===== src/rtl/correlator_frame_decoder.sv =====
// correlator_frame_decoder
//
// Receive-side frame decoder for the correlator integration-frame stream.
// It takes bytes from a UART receiver and uses line-idle gaps to find the
// frame boundaries. Payload counters are assembled little-endian and pushed,
// with their payload index, into a small output FIFO. The 8-byte trailer is
// then checked against the build parameters.
//
// Optional feature macro: CORRELATOR_FRAME_DECODER_TRAILER_CHECK_EN
//   defined   : trailer bytes are compared; error code 2 can be reported.
//   undefined : trailer bytes are only counted; code 2 never occurs.
//
// Ports
//   clk         in   single clock
//   reset_n     in   asynchronous reset, active low
//   rx_data     in   [7:0] received byte
//   rx_valid    in   one-cycle strobe qualifying rx_data
//   word_data   out  [RESOLUTION-1:0] head-of-FIFO counter value
//   word_index  out  [15:0] payload position of word_data
//   word_valid  out  FIFO not empty
//   word_ready  in   consumer accepts the head word
//   frame_done  out  one-cycle pulse at the end of every frame attempt
//   frame_err   out  [1:0] 0 ok, 1 truncated, 2 trailer mismatch, 3 overrun
//   synced      out  high once the first line-idle gap has been seen
`timescale 1ns/1ps

module correlator_frame_decoder #(
   parameter int unsigned RESOLUTION    = 16,
   parameter int unsigned NUM_INPUTS    = 4,
   parameter int unsigned JITTER_LINES  = 21,
   parameter int unsigned PLL_FREQUENCY = 400000000,
   parameter int unsigned GAP_CYCLES    = 4096,
   parameter int unsigned FIFO_DEPTH    = 4
) (
   input  logic                  clk,
   input  logic                  reset_n,
   input  logic [7:0]            rx_data,
   input  logic                  rx_valid,
   output logic [RESOLUTION-1:0] word_data,
   output logic [15:0]           word_index,
   output logic                  word_valid,
   input  logic                  word_ready,
   output logic                  frame_done,
   output logic [1:0]            frame_err,
   output logic                  synced
);

   localparam int unsigned NUM_WORDS =
      (NUM_INPUTS * (NUM_INPUTS - 1) / 2) * JITTER_LINES + NUM_INPUTS;
   localparam int unsigned BPW     = RESOLUTION / 8;
   localparam int unsigned BIW_W   = (BPW > 1) ? $clog2(BPW) : 1;
   localparam int unsigned GAP_W   = $clog2(GAP_CYCLES + 1);
   localparam int unsigned PTR_W   = $clog2(FIFO_DEPTH);
   localparam int unsigned CNT_W   = PTR_W + 1;
   localparam int unsigned IDX_W   = 16;
   localparam int unsigned ENTRY_W = RESOLUTION + IDX_W;

   // Elaboration-time parameter sanity checks
   generate
      if (RESOLUTION == 0 || (RESOLUTION % 8) != 0) begin : g_bad_resolution
         $error("RESOLUTION must be a non-zero multiple of 8");
      end
      if (FIFO_DEPTH < 2 || (FIFO_DEPTH & (FIFO_DEPTH - 1)) != 0) begin : g_bad_depth
         $error("FIFO_DEPTH must be a power of 2 and at least 2");
      end
      if (GAP_CYCLES < 2) begin : g_bad_gap
         $error("GAP_CYCLES must be at least 2");
      end
      if (PLL_FREQUENCY == 0) begin : g_bad_pll
         $error("PLL_FREQUENCY must be non-zero");
      end
   endgenerate

   typedef enum logic [1:0] {
      S_HUNT    = 2'd0,
      S_IDLE    = 2'd1,
      S_PAYLOAD = 2'd2,
      S_TRAILER = 2'd3
   } state_t;

   // ---------------------------------------------------------------------
   // Registers
   // ---------------------------------------------------------------------
   state_t                r_state;
   logic [GAP_W-1:0]      r_gap;
   logic [RESOLUTION-1:0] r_asm;
   logic [BIW_W-1:0]      r_biw;
   logic [IDX_W-1:0]      r_widx;
   logic [2:0]            r_tcnt;
   logic                  r_ovr;
   logic                  r_mis;
   logic                  r_frame_done;
   logic [1:0]            r_frame_err;
   logic                  r_synced;

   logic [ENTRY_W-1:0]    r_mem [FIFO_DEPTH];
   logic [PTR_W-1:0]      r_wr;
   logic [PTR_W-1:0]      r_rd;
   logic [CNT_W-1:0]      r_count;
   logic                  r_word_valid;
   logic [RESOLUTION-1:0] r_word_data;
   logic [IDX_W-1:0]      r_word_index;

   // ---------------------------------------------------------------------
   // Wires
   // ---------------------------------------------------------------------
   logic                  w_gap_hit;
   logic                  w_in_frame;
   logic                  w_trunc;
   logic                  w_word_last;
   logic                  w_payload_last;
   logic [RESOLUTION-1:0] w_asm_next;
   logic                  w_push;
   logic                  w_pop;
   logic                  w_full;
   logic                  w_push_ok;
   logic [ENTRY_W-1:0]    w_push_entry;
   logic [PTR_W-1:0]      w_rd_next;
   logic [CNT_W-1:0]      w_count_next;
   logic [ENTRY_W-1:0]    w_head_next;
   logic                  w_mis_byte;
   logic                  w_mis_now;
   logic [1:0]            w_done_code;

   // Line-idle gap detection: fires once per idle stretch
   assign w_gap_hit = !rx_valid && (r_gap == GAP_W'(GAP_CYCLES - 1));

   always_ff @(posedge clk or negedge reset_n) begin
      if (!reset_n) begin
         r_gap <= '0;
      end else if (rx_valid) begin
         r_gap <= '0;
      end else if (r_gap != GAP_W'(GAP_CYCLES)) begin
         r_gap <= r_gap + GAP_W'(1);
      end
   end

   assign w_in_frame     = (r_state == S_PAYLOAD) || (r_state == S_TRAILER);
   assign w_trunc        = w_gap_hit && w_in_frame;
   assign w_word_last    = (r_biw == BIW_W'(BPW - 1));
   assign w_payload_last = w_word_last && (r_widx == IDX_W'(NUM_WORDS - 1));

   // Little-endian word assembly: each new byte enters at the top
   generate
      if (BPW == 1) begin : g_asm_byte
         assign w_asm_next = rx_data;
      end else begin : g_asm_shift
         assign w_asm_next = {rx_data, r_asm[RESOLUTION-1:8]};
      end
   endgenerate

   // In IDLE the incoming byte is payload byte 0, so IDLE and PAYLOAD share
   // the byte path; counters are always zero on entry to IDLE.
   assign w_push = rx_valid && w_word_last &&
                   ((r_state == S_IDLE) || (r_state == S_PAYLOAD));
   assign w_push_entry = {w_asm_next, r_widx};

`ifdef CORRELATOR_FRAME_DECODER_TRAILER_CHECK_EN
   localparam logic [63:0] TRAILER = {8'h00, 8'(RESOLUTION), 8'(NUM_INPUTS),
                                      8'(JITTER_LINES), 32'(PLL_FREQUENCY)};
   logic [7:0] w_trl_exp;
   assign w_trl_exp  = TRAILER[{r_tcnt, 3'b000} +: 8];
   assign w_mis_byte = (rx_data != w_trl_exp);
`else
   assign w_mis_byte = 1'b0;
`endif

   assign w_mis_now   = r_mis || w_mis_byte;
   // Overrun outranks mismatch
   assign w_done_code = r_ovr ? 2'd3 : (w_mis_now ? 2'd2 : 2'd0);

   // Frame sequencing FSM with registered status outputs
   always_ff @(posedge clk or negedge reset_n) begin
      if (!reset_n) begin
         r_state      <= S_HUNT;
         r_asm        <= '0;
         r_biw        <= '0;
         r_widx       <= '0;
         r_tcnt       <= '0;
         r_ovr        <= 1'b0;
         r_mis        <= 1'b0;
         r_frame_done <= 1'b0;
         r_frame_err  <= 2'd0;
         r_synced     <= 1'b0;
      end else begin
         r_frame_done <= 1'b0;
         if (w_trunc) begin
            // Gap inside a frame: abandon it; pushed words stay in the FIFO
            r_frame_done <= 1'b1;
            r_frame_err  <= 2'd1;
            r_ovr        <= 1'b0;
            r_mis        <= 1'b0;
            r_asm        <= '0;
            r_biw        <= '0;
            r_widx       <= '0;
            r_tcnt       <= '0;
            r_state      <= S_IDLE;
         end else begin
            case (r_state)
               S_HUNT: begin
                  if (w_gap_hit) begin
                     r_state  <= S_IDLE;
                     r_synced <= 1'b1;
                  end
               end
               S_IDLE, S_PAYLOAD: begin
                  if (rx_valid) begin
                     r_asm <= w_asm_next;
                     if (w_push && w_full && !w_pop) begin
                        r_ovr <= 1'b1;
                     end
                     if (w_word_last) begin
                        r_biw <= '0;
                        if (w_payload_last) begin
                           r_widx  <= '0;
                           r_state <= S_TRAILER;
                        end else begin
                           r_widx  <= r_widx + IDX_W'(1);
                           r_state <= S_PAYLOAD;
                        end
                     end else begin
                        r_biw   <= r_biw + BIW_W'(1);
                        r_state <= S_PAYLOAD;
                     end
                  end
               end
               S_TRAILER: begin
                  if (rx_valid) begin
                     if (r_tcnt == 3'd7) begin
                        r_frame_done <= 1'b1;
                        r_frame_err  <= w_done_code;
                        r_ovr        <= 1'b0;
                        r_mis        <= 1'b0;
                        r_tcnt       <= '0;
                        r_state      <= S_IDLE;
                     end else begin
                        r_mis  <= w_mis_now;
                        r_tcnt <= r_tcnt + 3'd1;
                     end
                  end
               end
               default: r_state <= S_HUNT;
            endcase
         end
      end
   end

   // ---------------------------------------------------------------------
   // Output word FIFO with a registered head
   // ---------------------------------------------------------------------
   assign w_pop        = r_word_valid && word_ready;
   assign w_full       = (r_count == CNT_W'(FIFO_DEPTH));
   // A pop in the same cycle frees the slot for a push into a full FIFO
   assign w_push_ok    = w_push && (!w_full || w_pop);
   assign w_rd_next    = r_rd + PTR_W'(w_pop);
   assign w_count_next = r_count + CNT_W'(w_push_ok) - CNT_W'(w_pop);
   // Write pointer only meets the next read pointer when the FIFO is
   // (about to be) empty, so the pushed entry becomes the head directly.
   assign w_head_next  = (w_push_ok && (r_wr == w_rd_next)) ? w_push_entry
                                                            : r_mem[w_rd_next];

   always_ff @(posedge clk) begin
      if (w_push_ok) begin
         r_mem[r_wr] <= w_push_entry;
      end
   end

   always_ff @(posedge clk or negedge reset_n) begin
      if (!reset_n) begin
         r_wr         <= '0;
         r_rd         <= '0;
         r_count      <= '0;
         r_word_valid <= 1'b0;
         r_word_data  <= '0;
         r_word_index <= '0;
      end else begin
         r_wr         <= r_wr + PTR_W'(w_push_ok);
         r_rd         <= w_rd_next;
         r_count      <= w_count_next;
         r_word_valid <= (w_count_next != '0);
         if (w_count_next != '0) begin
            {r_word_data, r_word_index} <= w_head_next;
         end
      end
   end

   assign word_data  = r_word_data;
   assign word_index = r_word_index;
   assign word_valid = r_word_valid;
   assign frame_done = r_frame_done;
   assign frame_err  = r_frame_err;
   assign synced     = r_synced;

endmodule


===== config.mk =====
export PLATFORM = sky130hd
export DESIGN_NAME = correlator_frame_decoder
export DESIGN_NICKNAME = d
export VERILOG_FILES = /design/src/rtl/correlator_frame_decoder.sv
export SDC_FILE = /design/constraint.sdc
export NUM_CORES = 1
export LEC_CHECK = 0
export BUFFER_PORTS_ARGS = -buffer_cell sky130_fd_sc_hd__buf_2
export CAP_MARGIN = 40
export CORE_MARGIN = 3
export CORE_UTILIZATION = 48
export CTS_BUF_LIST = sky130_fd_sc_hd__clkbuf_8
export DETAILED_ROUTE_END_ITERATION = 6
export GPL_ROUTABILITY_DRIVEN = 0
export PLACE_DENSITY = 0.65
export SLEW_MARGIN = 40
export SYNTH_ARGS = -nofsm -noshare
export SYNTH_HDL_FRONTEND = slang
export SYNTH_SLANG_ARGS = --single-unit

===== constraint.sdc =====
create_clock -name clk -period 5.65 [get_ports clk]
set_input_delay 1.13 -clock clk [delete_from_list [all_inputs] [get_ports clk]]
set_output_delay 1.13 -clock clk [all_outputs]
set_load 0.01 [all_outputs]

Word-level counts from Yosys, hierarchy flattened:

Memory sizes are Yosys's and may differ from the RTL's. A register that Yosys moved wholly into a read port is not among the register bits.
Index checks and enable logic that the tools add are counted.

* register bits: 65
* input bits: 12
* word-level logic and storage cells: 117
* memory bits (read-only): 0
* output and inout bits: 37
* memory bits (writable): 128
* bits in latches: 0
* memories kept: 1

Memories
* r_mem: words 4, width 32, read ports 1, clocked after Yosys merged registers in 1, wr ports 1, RTL line 96 `logic [ENTRY_W-1:0] r_mem [FIFO_DEPTH];`

* $add $sub $neg: 8
* $mul: 0
* order comparisons: 0
* equality and inequality tests: 13
* muxes and demuxes: 46
* shift-type cells: 0
* div/mod/pow operators: 0
* reductions and logical operators: 33
* bitwise gates (word level): 1

Operators with widths (count)
* $mux 16: 8
* $mux 13: 2
* $mux 2: 12
* $mux 1: 18
* $add 16x1->16 const B: 1
* $eq 16x8->1 const B: 1
* $add 13x1->13 const B: 1
* $eq 13x12->1 const B: 1
* $ne 13x13->1 const B: 1
* $mux 3: 4
* $ne 3x3->1 const B: 4
* $reduce_bool 2->1: 6
* $logic_and 1x1->1: 9
* $reduce_and 3->1: 3
* $eq 3x3->1 const B: 2
* $pmux 2 s3: 1
* $reduce_bool 3->1: 2
* $reduce_and 5->1: 1
* $add 2x1->2: 2
* $eq 2x2->1 const B: 2
* $logic_not 1->1: 4
* $reduce_and 2->1: 2
* $reduce_and 4->1: 1
* $add 3x1->3: 1
* other kinds (10): 12

Depth between registers and ports, before layout:

Gate-level depths: netlist of the first run.

* depth after elaboration: 9
* depth in mapped cells: 14

Worst setup path before layout of the first run:

OpenSTA, ideal clock, no wires.

* path type: input -> register
* from: input port rx_valid
* to: memory r_mem[1][0] in the netlist's numbering, enable pin
* data arrival time: 3.837 ns
* setup slack: 1.346 ns
* buffers on the path: 0
* stages: 3
* cells stage by stage: and3_1 nand2_1 nor3b_1

* word-level cells in the longest chain between the ends: 5

Ends and longest elaborated chain
* from (decl): RTL line 38 `input logic rx_valid,`
* $logic_and 1x1->1 (2 in a row): RTL line 154 `assign w_push = rx_valid && w_word_last &&`
* $logic_and 1x1->1: RTL line 254 `assign w_push_ok = w_push && (!w_full || w_pop);`
* $mux 1: RTL line 263 `if (w_push_ok) begin`
* $mux 1 (implied by the code): RTL line 264 `r_mem[r_wr] <= w_push_entry;`
* to (decl): RTL line 96

Every way passes these cells.

Final worst setup path of the first run:

* from: input port rx_valid
* to: register r_word_index[4], in the netlist word_index[4] (read register of r_mem)

* word-level cells in the longest chain between the ends: 6

Ends and longest elaborated chain
* $logic_and 1x1->1 (2 in a row): RTL line 154
* $logic_and 1x1->1: RTL line 254
* $add 3x1->3: RTL line 256 `assign w_count_next = r_count + CNT_W'(w_push_ok) - CNT_W'(w_pop);`
* $sub 3x1->3: RTL line 256
* named net w_count_next[2]: RTL line 119 `logic [CNT_W-1:0] w_count_next;`
* $reduce_bool 3->1: RTL line 281 `if (w_count_next != '0) begin`
* to (decl): RTL line 102 `logic [IDX_W-1:0] r_word_index;`

The timed path passes the listed nets, and every way through them passes these cells.
A chain may end at the register's enable or synchronous reset.

==> results of run 1 <==
worst max-delay path, delay by kind of cell:
family                   cells  cell delay [ps]
AO/OA/AOI/OAI                1              100
XOR/XNOR                     1              220
adder cells (fa/ha/maj)      3              880
AND/OR/NAND/NOR              4             1020
buffers and inverters        3              890
per-layer routing:
layer  vias up  GRT usage  share of wire
li1       2510          -              -
met1      2748      0.258           0.45
met2       193      0.293           0.47
met3        33     0.0366          0.056
met4         0     0.0684          0.020
met5         -          0              0
power by group through the flow:
stage	Sequential, W	Clock, W	Combinational (W)
2_1_floorplan	0.00231	0	0.00131
3_3_place_gp	0.00230	0	0.00179
3_5_place_dp	0.00232	0	0.00185
4_1_cts	0.00229	0.00133	0.00185
5_1_grt	0.00234	0.00141	0.00204
6_report	0.00229	0.00129	0.00182
final cells by class:
type                    instances  area (sq um)  area share
clock buffers                  43           592      0.0572
clock inverters                25           111      0.0108
inverters                      19          71.3     0.00690
multi-input cells             356          2880       0.278
flip-flops and latches        216          6050       0.585
well taps                     229           287      0.0277
repair buffers                 62           360      0.0348
worst paths after layout:
kind | from | to | slack, ps | cells after the start
min reg2reg | word_data[10]$_DFFE_PN0P_ | word_data[10]$_DFFE_PN0P_ | 480 | 2
max in group asynchronous | reset_n | r_tcnt[2]$_DFFE_PN0P_ | 3990 | 2
min | word_data[10]$_DFFE_PN0P_ | word_data[10]$_DFFE_PN0P_ | 480 | 2
max | rx_valid | word_index[4]$_DFFE_PN0P_ | 1870 | 12
min in group asynchronous | reset_n | word_index[15]$_DFFE_PN0P_ | 560 | 1
max reg2reg | r_state[1]$_DFFE_PN0P_ | word_index[4]$_DFFE_PN0P_ | 1930 | 13
sequential cells by signal, indices dropped and copies added, names as in the netlist:
register    count
frame_done      1
r_asm           8
r_tcnt          3
word_valid      1
word_data      16
r_state         2
r_wr            2
r_biw           1
frame_err       2
synced          1
r_rd            2
r_ovr           1
r_widx         16
r_mem         128
r_count         3
word_index     16
r_gap          13
cell families after synthesis:
logic type,count (synthesis),synth area share
and+or+nand+nor,166,0.0915
buffers and inverters,50,0.0239
AOI/OAI and AO/OA,93,0.0637
adders and majority gates,14,0.0201
DFF,216,0.665
xor gates and xnor gates,18,0.0205
muxes,65,0.116
stage by stage:
| stage | total power (W) | setup WS [ps] | cell area [sq um] | std cells |
|---|---|---|---|---|
| CTS | 0.00548 | 1880 | 10300 | 950 |
| finish | 0.00541 | 1870 | 10300 | 950 |
| detailed placement | 0.00417 | 1310 | 9640 | 882 |
| floorplan | 0.00362 | 1350 | 9090 | 622 |
| global placement | 0.00409 | 1430 | 9630 | 882 |
| global route | 0.00579 | 1520 | 10300 | 950 |
synth_stat cells (all sizes together), types with 5 or more instances:
| master | n | share of area |
|---|---|---|
| nand4 | 9 | 0.0062 |
| or4 | 8 | 0.0066 |
| nand2 | 64 | 0.026 |
| a21oi | 19 | 0.010 |
| ha | 13 | 0.018 |
| nand3 | 21 | 0.012 |
| mux4 | 32 | 0.079 |
| nor2 | 23 | 0.0095 |
| inv | 19 | 0.0078 |
| edfxtp | 128 | 0.42 |
| buf | 14 | 0.0091 |
| and2 | 5 | 0.0034 |
| dfrtp | 88 | 0.24 |
| o21ai | 45 | 0.025 |
| clkbuf | 17 | 0.0070 |
| xor2 | 10 | 0.0096 |
| o211ai | 6 | 0.0050 |
| nor3 | 6 | 0.0033 |
| mux2i | 33 | 0.036 |
| nor4 | 6 | 0.0041 |
| xnor2 | 6 | 0.0058 |
==> metrics.cfg, run 1 <==
[setup_path]
crit_chain=buf_2, and3_1, nand2_1, ha_1, inv_1, ha_1, fa_1, xnor3_1, nor3_2, buf_4, nand2_1, o21ai_1
critical_path_required_ps=6120
startpoint_type=primary input
path_max_fanout=43
critPathMaxStageDelay_ps=540
setup.worst_path.end_class=flip-flop
critPathArrivalTime_ps=4250
cell_with_the_biggest_individual_delay_on_the_critical_path=and3_1
timing_worst_setup_path_type=primary input to flip-flop

[layout]
layout.nets=718
fill_cells=1467
antennaDiodeCount=0
drive_above_1_share=0.214
layout.cells.most_common=edfxtp_1
most-common-layout-cells=edfxtp_1 (128), dfrtp_1 (88), nand2_1 (64)
final_util=0.566
area_added_between_synthesis_and_finish_pct=13.7

[synthesis]
synth_top_flop_cell=edfxtp_1
synth.ff_latch_count=216
yosysWarnings=0
postSynth.asyncResetShare=0.407
ys_seq_area_frac=0.665
netlist-cell-type-count=55
syn-num-nets=648
synth_enable_flop_cells=128
synth.avg_cell_area_sq_um=14.6
postSynthCellCount=622
syn_area_sq_um=9090

[route]
wl_per_cell_um=19.2
vias_per_cell=5.77
wl_um=18200
drt_drc_violations_left=0
antenna_violating_nets_post_route=0
number_of_vias_after_detailed_routing=5484
dr.first_iter.drc_count=412
detail_route.first_pass.iterations=7

[cts]
clk-insertion-delay-late_ps=540
clk_path_buf_depth=3
cts.repair.resized=0
postCtsSetupBuffers=0
cts_buffers=37
ctsHtreeMaxLevel=2
postCtsHoldBufs=0
tritoncts=done
clk_pin_slew_ps=60
clkSinkCount=216
cts.root.buffer_cell=clkbuf_8

[power]
share_comb_of_total_power=0.337
power_report.internal_total_w=0.00357
clkPwrFrac=0.239
net-switching-power_w=0.00184
peakVddDrop_mv=0.264
switching_share=0.340
power.sequential.fraction=0.424
total_leakage_power_nw=3.93
cellPowerDensity_nw_per_um2=523

[timing]
highest_clock_rate_mhz=264
worst_slew_pin_slew_ps=836
period_minus_slack_ps=3780
totalNegativeSetupSlack_ps=0
worst_hold_slack_ps=481
timing.slew.headroom=0.441
unrepaired_setup_endpoints_after_global_routing=false
min_period_over_period=0.670
setup_viol=0
timing.final.max_slew_violations=0
timing_hold_violations_final=0
skew_ps=39.1

[outcome]
status=complete, no violations

[grt]
grtUsageTotal=0.185
number_of_antenna_violations_at_the_first_check_in_global_routing=0
via_count_of_the_first_global_routing_pass=5656
grt_first_pass_wirelength_um=29800
grt_remaining_overflow=0
grt_max_degree=57

[floorplan]
die_w_um=144
num_rows=49
initial_utilization=0.498
die_height_um=144
coreArea_sq_um=18300
ioPinCount=49
die_area_sq_um=20600

[placement]
io_buffers=48
dpl.hpwl_um=11300

[min_path]
hold_path_class=flip-flop to flip-flop

[flow_run]
max_cap_violations=0

Note: power is estimated with default switching activity, not from simulation.
==> run 2, diff against run 1 <==
--- a/config.mk
+++ b/config.mk
@@ -12,7 +12,7 @@
 export CTS_BUF_LIST = sky130_fd_sc_hd__clkbuf_8
 export DETAILED_ROUTE_END_ITERATION = 6
 export GPL_ROUTABILITY_DRIVEN = 0
-export PLACE_DENSITY = 0.65
+export PLACE_DENSITY = 0.68
 export SLEW_MARGIN = 40
 export SYNTH_ARGS = -nofsm -noshare
 export SYNTH_HDL_FRONTEND = slang
==> constraint.sdc (replaced) <==
create_clock -name clk -period 3.19 [get_ports clk]
set_input_delay 0.638 -clock clk [delete_from_list [all_inputs] [get_ports clk]]
set_output_delay 0.638 -clock clk [all_outputs]
set_load 0.01 [all_outputs]
==> run 2 against run 1 <==
Clock skew shrank 19 ps. Critical path depth is 1 higher. Global-route usage fell by 0.059 points. Clock power increased by 93%. Sequential power rose by 77%.
==> metrics.cfg, run 2 (same netlist as run 1, synthesis figures left out) <==
[cts]
clk_path_buf_depth=3
clk_pin_slew_ps=60
cts.repair.resized=0
postCtsSetupBuffers=0
ctsHtreeMaxLevel=2
cts_buffers=37
cts.root.buffer_cell=clkbuf_8
postCtsHoldBufs=0
clkSinkCount=216
tritoncts=done
clk-insertion-delay-late_ps=520

[timing]
unrepaired_setup_endpoints_after_global_routing=false
worst_hold_slack_ps=80.2
highest_clock_rate_mhz=335
period_minus_slack_ps=2990
timing_hold_violations_final=0
totalNegativeSetupSlack_ps=0
timing.slew.headroom=0.592
worst_slew_pin_slew_ps=610
min_period_over_period=0.937
setup_viol=0
timing.final.max_slew_violations=0
skew_ps=19.9

[setup_path]
cell_with_the_biggest_individual_delay_on_the_critical_path=dfrtp_1
worstRegToRegCells=13
setup.worst_path.end_class=flip-flop
critical_path.reg2reg.startpoint=r_state[0]$_DFFE_PN0P_
critical_path_buf_inv_count=3
worst_r2r_endpoint=word_data[5]$_DFFE_PN0P_
timing.reg2reg.setup_slack_ps=200
critical_path_required_ps=3630
critPathMaxStageDelay_ps=390
path_max_fanout=27
timing_worst_setup_path_type=flip-flop to flip-flop
crit_path_start=r_state[0]$_DFFE_PN0P_
cpLargestDelayFamily=adder cells
startpoint_type=flip-flop
crit_chain=inv_1, ha_1, and3_1, nand2_1, ha_1, inv_1, ha_1, fa_1, xnor3_1, nor3_2, buf_4, nand2_1, o21ai_1
critPathArrivalTime_ps=3430
cell_mode_on_critical_path=ha_1

[route]
dr.first_iter.drc_count=470
wirelength_met1_um=8060
vias_per_cell=5.76
drt_drc_violations_left=0
met3WireLength_um=933
wl_per_cell_um=18.9
met2_length_um=8810
number_of_vias_after_detailed_routing=5529
detail_route.first_pass.iterations=5
antenna_violating_nets_post_route=0
highest-signal-layer=met5
wl_um=18200

[floorplan]
coreArea_sq_um=18300
die_w_um=144
die_height_um=144
ioPinCount=49
die_area_sq_um=20600
num_rows=49
initial_utilization=0.498

[placement]
dpl.hpwl_um=11300
io_buffers=48

[power]
peakVddDrop_mv=0.405
cellPowerDensity_nw_per_um2=943
report.power.total_w=0.00991
total_leakage_power_nw=4.02

[layout]
largest_register_ffs=128
most-common-layout-cells=edfxtp_1 (128), dfrtp_1 (88), nand2_1 (64)
fill_cells=1434
area_added_between_synthesis_and_finish_pct=15.6
layout.nets=729
antennaDiodeCount=0
top_register=r_mem
drive_above_1_share=0.234
layout.cells.most_common=edfxtp_1

[grt]
grt_max_degree=56
grt_first_pass_wirelength_um=29600
grt_remaining_overflow=0
number_of_antenna_violations_at_the_first_check_in_global_routing=1
via_count_of_the_first_global_routing_pass=5586
grtUsageTotal=0.185

[outcome]
status=complete, no violations

[min_path]
hold_path_class=primary input to async pin

[flow_run]
max_cap_violations=0

[run 2: changes by cell type in the layout (fill, tap and decap cells not counted), moves of 2 or more]
cell | before | now
inv_1 | 33 | 31
buf_12 | 1 | 3
clkinv_1 | 8 | 3
bufinv_16 | 0 | 2
buf_4 | 14 | 23
clkinv_2 | 1 | 4
[run 2: worst max-delay path by stage]
stage	end	cells after the start
floorplan	r_mem[2][0]$_DFFE_PP_	7
global placement	word_data[2]$_DFFE_PN0P_	12
detailed placement	word_data[5]$_DFFE_PN0P_	13
CTS	word_data[5]$_DFFE_PN0P_	13
global route	word_data[2]$_DFFE_PN0P_	13
finish	word_data[5]$_DFFE_PN0P_	13
[run 2: layout make-up]
cell class	instances	area (sq um)	share of cell area
multi-input cells	356	2880	0.274
inverters	19	71.3	0.00678
clock inverters	23	151	0.0144
well taps	229	287	0.0273
clock buffers	44	606	0.0576
flip-flops and latches	216	6050	0.575
repair buffers	73	468	0.0445
[run 2: routing by layer]
metal / up-vias / global-route usage
met5: - / 0
met4: 2 / 0.0619
met3: 31 / 0.0386
met2: 168 / 0.295
met1: 2794 / 0.256
li1: 2534 / -
[run 2: metrics by stage]
stage,cell area (sq um),utilization,instances,worst slack (ps)
after floorplan,9100,-,622,203
after global placement,9750,0.534,893,347
after detailed placement,9750,0.534,893,244
after CTS,10500,0.575,960,210
after global routing,10500,0.575,960,18.4
final,10500,0.575,960,201
[run 2: where the power goes]
group          total [W]  leakage (nW)  switching [W]  internal, W
Sequential       0.00406          2.32       0.000411      0.00365
Combinational    0.00336          1.28        0.00181      0.00155
Clock            0.00249         0.429        0.00107      0.00142
Total            0.00991          4.02        0.00329      0.00662
